--- config.mk ---
export PLATFORM = sky130hd
export DESIGN_NAME = game_sync_multi
export DESIGN_NICKNAME = d
export VERILOG_FILES = /design/src/rtl/game_sync_multi.sv
export SDC_FILE = /design/constraint.sdc
export NUM_CORES = 1
export LEC_CHECK = 0
export ABC_AREA = 1
export CORE_MARGIN = 1
export CORE_UTILIZATION = 39
export DETAILED_ROUTE_END_ITERATION = 10
export DONT_BUFFER_PORTS = 1
export MAX_ROUTING_LAYER = met4
export PLACE_DENSITY = 0.52
export SLEW_MARGIN = 10
export SYNTH_ARGS = -nofsm -noshare
export SYNTH_HDL_FRONTEND = slang
export SYNTH_SLANG_ARGS = --single-unit
--- constraint.sdc ---
create_clock -name clk -period 3.46 [get_ports clk]
set_clock_uncertainty 0.15 [all_clocks]
set_input_delay 0.692 -clock clk [delete_from_list [all_inputs] [get_ports clk]]
set_output_delay 0.692 -clock clk [all_outputs]
set_load 0.005 [all_outputs]
--- src/rtl/game_sync_multi.sv ---
// game_sync_multi: multi-cursor outline painter for a GRID_DIM x GRID_DIM board.
//
// Tracks NUM_CURSORS cursor cells. When a channel's input cell differs from the
// cell currently shown on screen, the channel is serviced: the old outline is
// erased with BG_COLOR and the new one is drawn in the channel colour, as a
// stream of single-pixel writes over a valid/ready port. Channels are served
// one at a time in round-robin order. A cell that is shared by two cursors is
// repaired: when one of them leaves, the other is forced hidden so it is
// redrawn.
//
// Optional build macro: GAME_SYNC_BLINK_EN adds a blink phase that toggles every
// BLINK_PERIOD cycles and repaints every visible cursor on each toggle.
//
// Ports:
//   clk, rst_n          clock, asynchronous active-low reset
//   cursor_row/col      per-channel cell, 4 bits each, channel c at [4c+3:4c];
//                       a row or column >= GRID_DIM means hidden
//   cursor_color        per-channel outline colour, 3 bits each
//   write_valid/ready   pixel write handshake
//   write_x/y/data      pixel coordinate and colour, zero when not valid
//   busy                high whenever a channel is being serviced

// Per-channel shown position, pending detection and blink request.
module game_sync_lane #(
   parameter int GRID_DIM = 9
) (
   input  logic       clk,
   input  logic       rst_n,
   input  logic [3:0] in_row,
   input  logic [3:0] in_col,
   input  logic       upd,
   input  logic [3:0] upd_row,
   input  logic [3:0] upd_col,
   input  logic       kill,
   input  logic       blink_set,
   input  logic       blink_clr,
   output logic       pending,
   output logic [3:0] shown_row,
   output logic [3:0] shown_col
);
   localparam logic [3:0] HID = 4'(GRID_DIM);

   logic [3:0] nxt_row, nxt_col;
   logic       pend_q, blink_q;
   logic       in_hid, nxt_hid, cur_hid;

   always_comb begin
      nxt_row = shown_row;
      nxt_col = shown_col;
      if (upd) begin
         nxt_row = upd_row;
         nxt_col = upd_col;
      end else if (kill) begin
         nxt_row = HID;
         nxt_col = HID;
      end
   end

   assign in_hid  = (in_row >= HID) || (in_col >= HID);
   assign nxt_hid = (nxt_row >= HID) || (nxt_col >= HID);
   assign cur_hid = (shown_row >= HID) || (shown_col >= HID);

   // Pending is judged against the position that will be shown after this
   // edge, so the cycle after a service already sees the refreshed state.
   always_ff @(posedge clk or negedge rst_n) begin
      if (!rst_n) begin
         shown_row <= HID;
         shown_col <= HID;
         pend_q    <= 1'b0;
         blink_q   <= 1'b0;
      end else begin
         shown_row <= nxt_row;
         shown_col <= nxt_col;
         pend_q    <= ((in_row != nxt_row) || (in_col != nxt_col)) && !(in_hid && nxt_hid);
         if (blink_set && !cur_hid)
            blink_q <= 1'b1;
         else if (blink_clr)
            blink_q <= 1'b0;
      end
   end

   assign pending = pend_q | blink_q;
endmodule

module game_sync_multi #(
   parameter int         NUM_CURSORS  = 2,
   parameter int         GRID_DIM     = 9,
   parameter int         CELL_PX      = 8,
   parameter logic [2:0] BG_COLOR     = 3'd0,
   parameter int         BLINK_PERIOD = 25000000,
   localparam int        XW           = $clog2(GRID_DIM*CELL_PX)
) (
   input  logic                     clk,
   input  logic                     rst_n,
   input  logic [NUM_CURSORS*4-1:0] cursor_row,
   input  logic [NUM_CURSORS*4-1:0] cursor_col,
   input  logic [NUM_CURSORS*3-1:0] cursor_color,
   output logic                     write_valid,
   input  logic                     write_ready,
   output logic [XW-1:0]            write_x,
   output logic [XW-1:0]            write_y,
   output logic [2:0]               write_data,
   output logic                     busy
);
   localparam int         NC   = NUM_CURSORS;
   localparam int         PW   = (NC > 1) ? $clog2(NC) : 1;
   localparam int         OW   = $clog2(CELL_PX);
   localparam int         WALK = 4*(CELL_PX-1);
   localparam int         SW   = $clog2(WALK);
   localparam logic [3:0] HID  = 4'(GRID_DIM);
   localparam logic [OW-1:0] OMAX = OW'(CELL_PX-1);

   if (NUM_CURSORS < 1 || NUM_CURSORS > 8) begin : g_bad_nc
      $error("NUM_CURSORS must be 1..8");
   end
   if (GRID_DIM < 1 || GRID_DIM > 15) begin : g_bad_grid
      $error("GRID_DIM must fit below the 4-bit hidden code");
   end
   if (CELL_PX < 2) begin : g_bad_cell
      $error("CELL_PX must be at least 2");
   end
   if (BLINK_PERIOD < 1) begin : g_bad_blink
      $error("BLINK_PERIOD must be positive");
   end

   typedef enum logic [1:0] {IDLE, ERASE, DRAW, FIXUP} state_t;

   state_t state, state_n;

   logic [NC-1:0][3:0] in_row, in_col, shown_row, shown_col;
   logic [NC-1:0][2:0] in_clr;
   logic [NC-1:0]      pend, upd, kill, blink_set, blink_clr;

   logic [PW-1:0] ptr, sel, sel_nxt, idx;
   logic          found;
   logic [3:0]    snap_row, snap_col, ers_row, ers_col;
   logic [2:0]    snap_color, draw_color;
   logic [OW-1:0] ox, oy;
   logic [SW-1:0] step;
   logic          adv, last, old_hid, snap_hid;
   logic [3:0]    cell_row, cell_col;

   // ---------------- per-channel lanes ----------------
   for (genvar g = 0; g < NC; g++) begin : g_lane
      assign in_row[g] = cursor_row[4*g +: 4];
      assign in_col[g] = cursor_col[4*g +: 4];
      assign in_clr[g] = cursor_color[3*g +: 3];

      assign upd[g]  = (state == FIXUP) && (sel == PW'(g));
      // Another visible cursor sitting on the cell just erased lost its
      // outline; hide it so it is pending and gets redrawn.
      assign kill[g] = (state == FIXUP) && (sel != PW'(g)) &&
                       (shown_row[g] < HID) && (shown_col[g] < HID) &&
                       (shown_row[g] == ers_row) && (shown_col[g] == ers_col);
      assign blink_clr[g] = (state == IDLE) && found && (sel_nxt == PW'(g));

      game_sync_lane #(.GRID_DIM(GRID_DIM)) u_lane (
         .clk       (clk),
         .rst_n     (rst_n),
         .in_row    (in_row[g]),
         .in_col    (in_col[g]),
         .upd       (upd[g]),
         .upd_row   (snap_row),
         .upd_col   (snap_col),
         .kill      (kill[g]),
         .blink_set (blink_set[g]),
         .blink_clr (blink_clr[g]),
         .pending   (pend[g]),
         .shown_row (shown_row[g]),
         .shown_col (shown_col[g])
      );
   end

   // ---------------- round-robin pick, starting after ptr ----------------
   always_comb begin
      found   = 1'b0;
      sel_nxt = '0;
      idx     = '0;
      for (int k = 0; k < NC; k++) begin
         idx = PW'((int'(ptr) + 1 + k) % NC);
         if (!found && pend[idx]) begin
            found   = 1'b1;
            sel_nxt = idx;
         end
      end
   end

   assign old_hid  = (shown_row[sel_nxt] >= HID) || (shown_col[sel_nxt] >= HID);
   assign snap_hid = (snap_row >= HID) || (snap_col >= HID);

   // ---------------- blink phase ----------------
`ifdef GAME_SYNC_BLINK_EN
   localparam int BW = $clog2(BLINK_PERIOD+1);
   logic [BW-1:0] blink_cnt;
   logic          phase, snap_phase, toggle;

   assign toggle = (blink_cnt == BW'(BLINK_PERIOD-1));

   always_ff @(posedge clk or negedge rst_n) begin
      if (!rst_n) begin
         blink_cnt  <= '0;
         phase      <= 1'b1;
         snap_phase <= 1'b1;
      end else begin
         blink_cnt <= toggle ? '0 : blink_cnt + 1'b1;
         if (toggle)
            phase <= ~phase;
         // Phase is frozen per service so a toggle mid-walk waits its turn.
         if (state == IDLE && found)
            snap_phase <= phase;
      end
   end

   assign blink_set  = {NC{toggle}};
   assign draw_color = snap_phase ? snap_color : BG_COLOR;
`else
   assign blink_set  = '0;
   assign draw_color = snap_color;
`endif

   // ---------------- FSM ----------------
   always_ff @(posedge clk or negedge rst_n) begin
      if (!rst_n) state <= IDLE;
      else        state <= state_n;
   end

   assign last = (step == SW'(WALK-1));
   assign adv  = write_valid && write_ready;

   always_comb begin
      state_n     = state;
      write_valid = 1'b0;
      busy        = (state != IDLE);
      case (state)
         IDLE:  if (found) state_n = old_hid ? DRAW : ERASE;
         ERASE: begin
            write_valid = 1'b1;
            if (adv && last) state_n = snap_hid ? FIXUP : DRAW;
         end
         DRAW: begin
            write_valid = 1'b1;
            if (adv && last) state_n = FIXUP;
         end
         FIXUP: state_n = IDLE;
         default: state_n = IDLE;
      endcase
   end

   // ---------------- service datapath and perimeter walk ----------------
   always_ff @(posedge clk or negedge rst_n) begin
      if (!rst_n) begin
         ptr        <= PW'(NC-1);
         sel        <= '0;
         snap_row   <= HID;
         snap_col   <= HID;
         snap_color <= '0;
         ers_row    <= HID;
         ers_col    <= HID;
         ox         <= '0;
         oy         <= '0;
         step       <= '0;
      end else begin
         if (state == IDLE && found) begin
            sel        <= sel_nxt;
            snap_row   <= in_row[sel_nxt];
            snap_col   <= in_col[sel_nxt];
            snap_color <= in_clr[sel_nxt];
            ers_row    <= shown_row[sel_nxt];
            ers_col    <= shown_col[sel_nxt];
            ox         <= '0;
            oy         <= '0;
            step       <= '0;
         end else if (adv) begin
            if (last) begin
               ox   <= '0;
               oy   <= '0;
               step <= '0;
            end else begin
               step <= step + 1'b1;
               // Clockwise: top row, right column, bottom row, left column.
               if (oy == '0 && ox != OMAX)
                  ox <= ox + 1'b1;
               else if (ox == OMAX && oy != OMAX)
                  oy <= oy + 1'b1;
               else if (oy == OMAX && ox != '0)
                  ox <= ox - 1'b1;
               else
                  oy <= oy - 1'b1;
            end
         end
         if (state == FIXUP)
            ptr <= sel;
      end
   end

   assign cell_row = (state == ERASE) ? ers_row : snap_row;
   assign cell_col = (state == ERASE) ? ers_col : snap_col;

   assign write_x    = write_valid ? XW'(cell_col) * XW'(CELL_PX) + XW'(ox) : '0;
   assign write_y    = write_valid ? XW'(cell_row) * XW'(CELL_PX) + XW'(oy) : '0;
   assign write_data = !write_valid ? 3'd0 : (state == ERASE) ? BG_COLOR : draw_color;
endmodule

==> reports/metrics.yaml <==
floorplanning:
  die_x_um: 98.1
  dieHeight_um: 98.1
  row_count: 34
  start_util: 0.407
  core_area_um2: 8850
  die_area_um2: 9620
  ios: 44
setup_path:
  cpLargestDelayFamily: "adder cells"
  start_kind: "flip-flop"
  crit_type: "flip-flop to primary output"
  crit_required_ns: 2.62
  arrival_ns: 1.89
  crit_slowest_cell: "ha_1"
  path_cells: "inv_1 > ha_1 > o21ai_0 > a21oi_1"
  worstSetupEndpointType: "primary output"
  critPathMaxStageDelay_ns: 0.68
  crit_fanout: 18
  r2r_setup_slack_ns: 1.05
  path_buf_inv: 1
sta:
  holdWs_ns: 0.0586
  rsz0062_at_grt: "no"
  slew_viol_final: 0
  hold_viol_final: 0
  final.min_clock_period_ns: 2.73
  max_freq_mhz: 367
  period_share: 0.788
  setup_violations: 0
  slew_headroom: 0.583
  setup_tns_ns: 0
  tightest_slew_ns: 0.624
place:
  hpwlAfterDp_um: 7540
  place_congestion: 0.898
  io_buffer_count: 0
grt:
  top_usage_layer: "met2"
  grt_util_met1: 0.313
  grt_pass1_wl_um: 16200
  overflow: 0
  antenna_found_initial: 0
  grt_use_met2: 0.343
  grt_pass1_vias: 3113
  grt.total_usage: 0.224
  use_met3: 0.0344
  grt_max_degree: 37
logic_synthesis:
  synth_top_family_by_area: "simple AND/OR/NAND/NOR gates"
  netlist_area_um2: 3600
  yosys-top-cells-area: "dfrtp_1, nand2_1, dfstp_2"
  synthAdderAreaFrac: 0.0285
  yosys_warnings: 0
  synth_most_common_cell: "nand2_1"
  synth_top_area_frac: 0.243
  synth_edf_count: 0
  async_flop_share: 1.00
  synth-simple-area-share: 0.327
  synth_mux_area_frac: 0
  synth-main-ff-cell: "dfrtp_1"
  yosys_register_bits: 52
  synth.distinct_cells: 36
  syn_nets: 571
  synth_area_per_cell_um2: 6.68
  yosysSeqAreaShare: 0.367
  yosysTopAreaCell: "dfrtp_1"
  synth_common_cells: "nand2_1, inv_1, nor2_1, o21ai_0, dfrtp_1"
  netlist_instances: 539
  synth_xor_area_frac: 0.0195
  synth_compound_area_frac: 0.147
clock_network:
  cts.sinks: 52
  cts_max_level: 2
  numCtsBuffers: 5
  clock_path_buffers: 2
  cts-root-buf: "clkbuf_8"
  cts_tree: "built"
  cts.clk_slew.worst_paths_ns: 0.10
  clk_latency_ns: 0.31
route:
  via_per_inst: 5.16
  route.detailed.drc: 5
  post_drt_wl_per_cell_um: 15.3
  wl_um: 9860
  routed-via-count: 3332
  drtAntennaViolNets: 0
  drtIter0Drc: 135
  first_pass_iters: 8
run_status:
  status: "finished, violations left"
  violations: "design-rule violations"
cells_and_area:
  register_area_um2: 1320
  multi_input_area_um2: 1880
  fin_nets: 569
  area_delta_synth_final_pct: 5.77
  diodes: 0
  final_layout_size_suffix_gt1_frac: 0.110
  fillCellCount: 969
pwr:
  power.leakage_uw: 0.00198
  peakVddDrop_mv: 0.294
  power.density_nw_per_um2: 999
min_path:
  hold_class: "input port to asynchronous set/reset pin"
run:
  max_cap_violations: 0
timing repair:
action	4_1_cts	5_1_grt
resized for setup	0	0
hold buffers	1	0
endpoints found under the hold margin	35	0
setup buffers	0	0
routing by layer:
layer | vias to the layer above | routed length (µm)
li1 | 1685 | -
met1 | 1551 | 4870
met2 | 89 | 4370
met3 | 7 | 541
met4 | 0 | 86
met5 | - | 0
cells by family (layout without fill, tap and decap cells):
| group | after synthesis | after routing |
|---|---|---|
| buffers and inverters | 104 | 103 |
| flip-flops | 52 | 52 |
| AND/OR/NAND/NOR | 276 | 276 |
| AO/OA/AOI/OAI | 92 | 92 |
| XOR/XNOR | 8 | 8 |
| adder cells (fa/ha/maj) | 7 | 7 |
worst reg2reg max path, stage by stage (launching register included):
cell and delay [ns]:
dfstp_2 0.56, a21oi_1 0.06, o21ai_0 0.14, nand2_1 0.41, inv_1 0.56, buf_4 0.29, nand2_1 0.06, o21ai_0 0.09
final cells by class:
class | count | share of cell area
clock inverter | 1 | 0.00197
multi-input combinational | 383 | 0.494
clock buffer | 7 | 0.0227
timing repair buffer | 2 | 0.00723
tap | 108 | 0.0355
inverter | 93 | 0.0917
sequential | 52 | 0.347
sequential cells by signal, summed over array words and instances, names as in the netlist, 2 cells and up:
| name | flops |
|---|---|
| g_lane.u_lane.shown_col | 8 |
| snap_row | 4 |
| step | 5 |
| snap_col | 4 |
| oy | 3 |
| ox | 3 |
| g_lane.u_lane.pend_q | 2 |
| ers_col | 4 |
| state | 2 |
| draw_color | 3 |
| g_lane.u_lane.shown_row | 8 |
| ers_row | 4 |
per-stage QoR:
stage | power, µW | area (µm²) | std cells | setup WS [ns] | util
after floorplan | 2890 | 3600 | 539 | 1.29 | -
after global placement | 3400 | 3690 | 637 | 1.04 | 0.417
after detailed placement | 3420 | 3690 | 637 | 1.06 | 0.417
after CTS | 3830 | 3810 | 646 | 0.693 | 0.430
after global routing | 4220 | 3810 | 646 | 0.593 | 0.430
final | 3800 | 3810 | 646 | 0.733 | 0.430
where the power goes:
part           switching, µW  leakage, µW  internal (µW)
logic                   1430      0.00132            724
registers                304     0.000615            967
clock network            217    0.0000445            163
total                   1950      0.00198           1850
placed cells by master, fill, tap and decap left out, types with 6 or more instances in the layout:
cell	count
nand2_2	24
nand3_1	28
o31ai_1	7
dfstp_2	17
o21ai_0	41
nand2_1	150
inv_1	89
dfrtp_1	35
clkbuf_8	6
nor2_1	61
a21oi_1	21
worst paths after layout:
kind                           from          to  depth (start not counted)
max in group asynchronous     rst_n         sel                          1
min reg2reg                   oy[0]       oy[0]                          1
min                           rst_n  ers_row[0]                          0
max reg2reg                     ptr  ers_col[2]                          7
min in group clk              oy[0]       oy[0]                          1
max                        state[1]  write_y[5]                          4
Note: power is estimated with default switching activity, not from simulation.
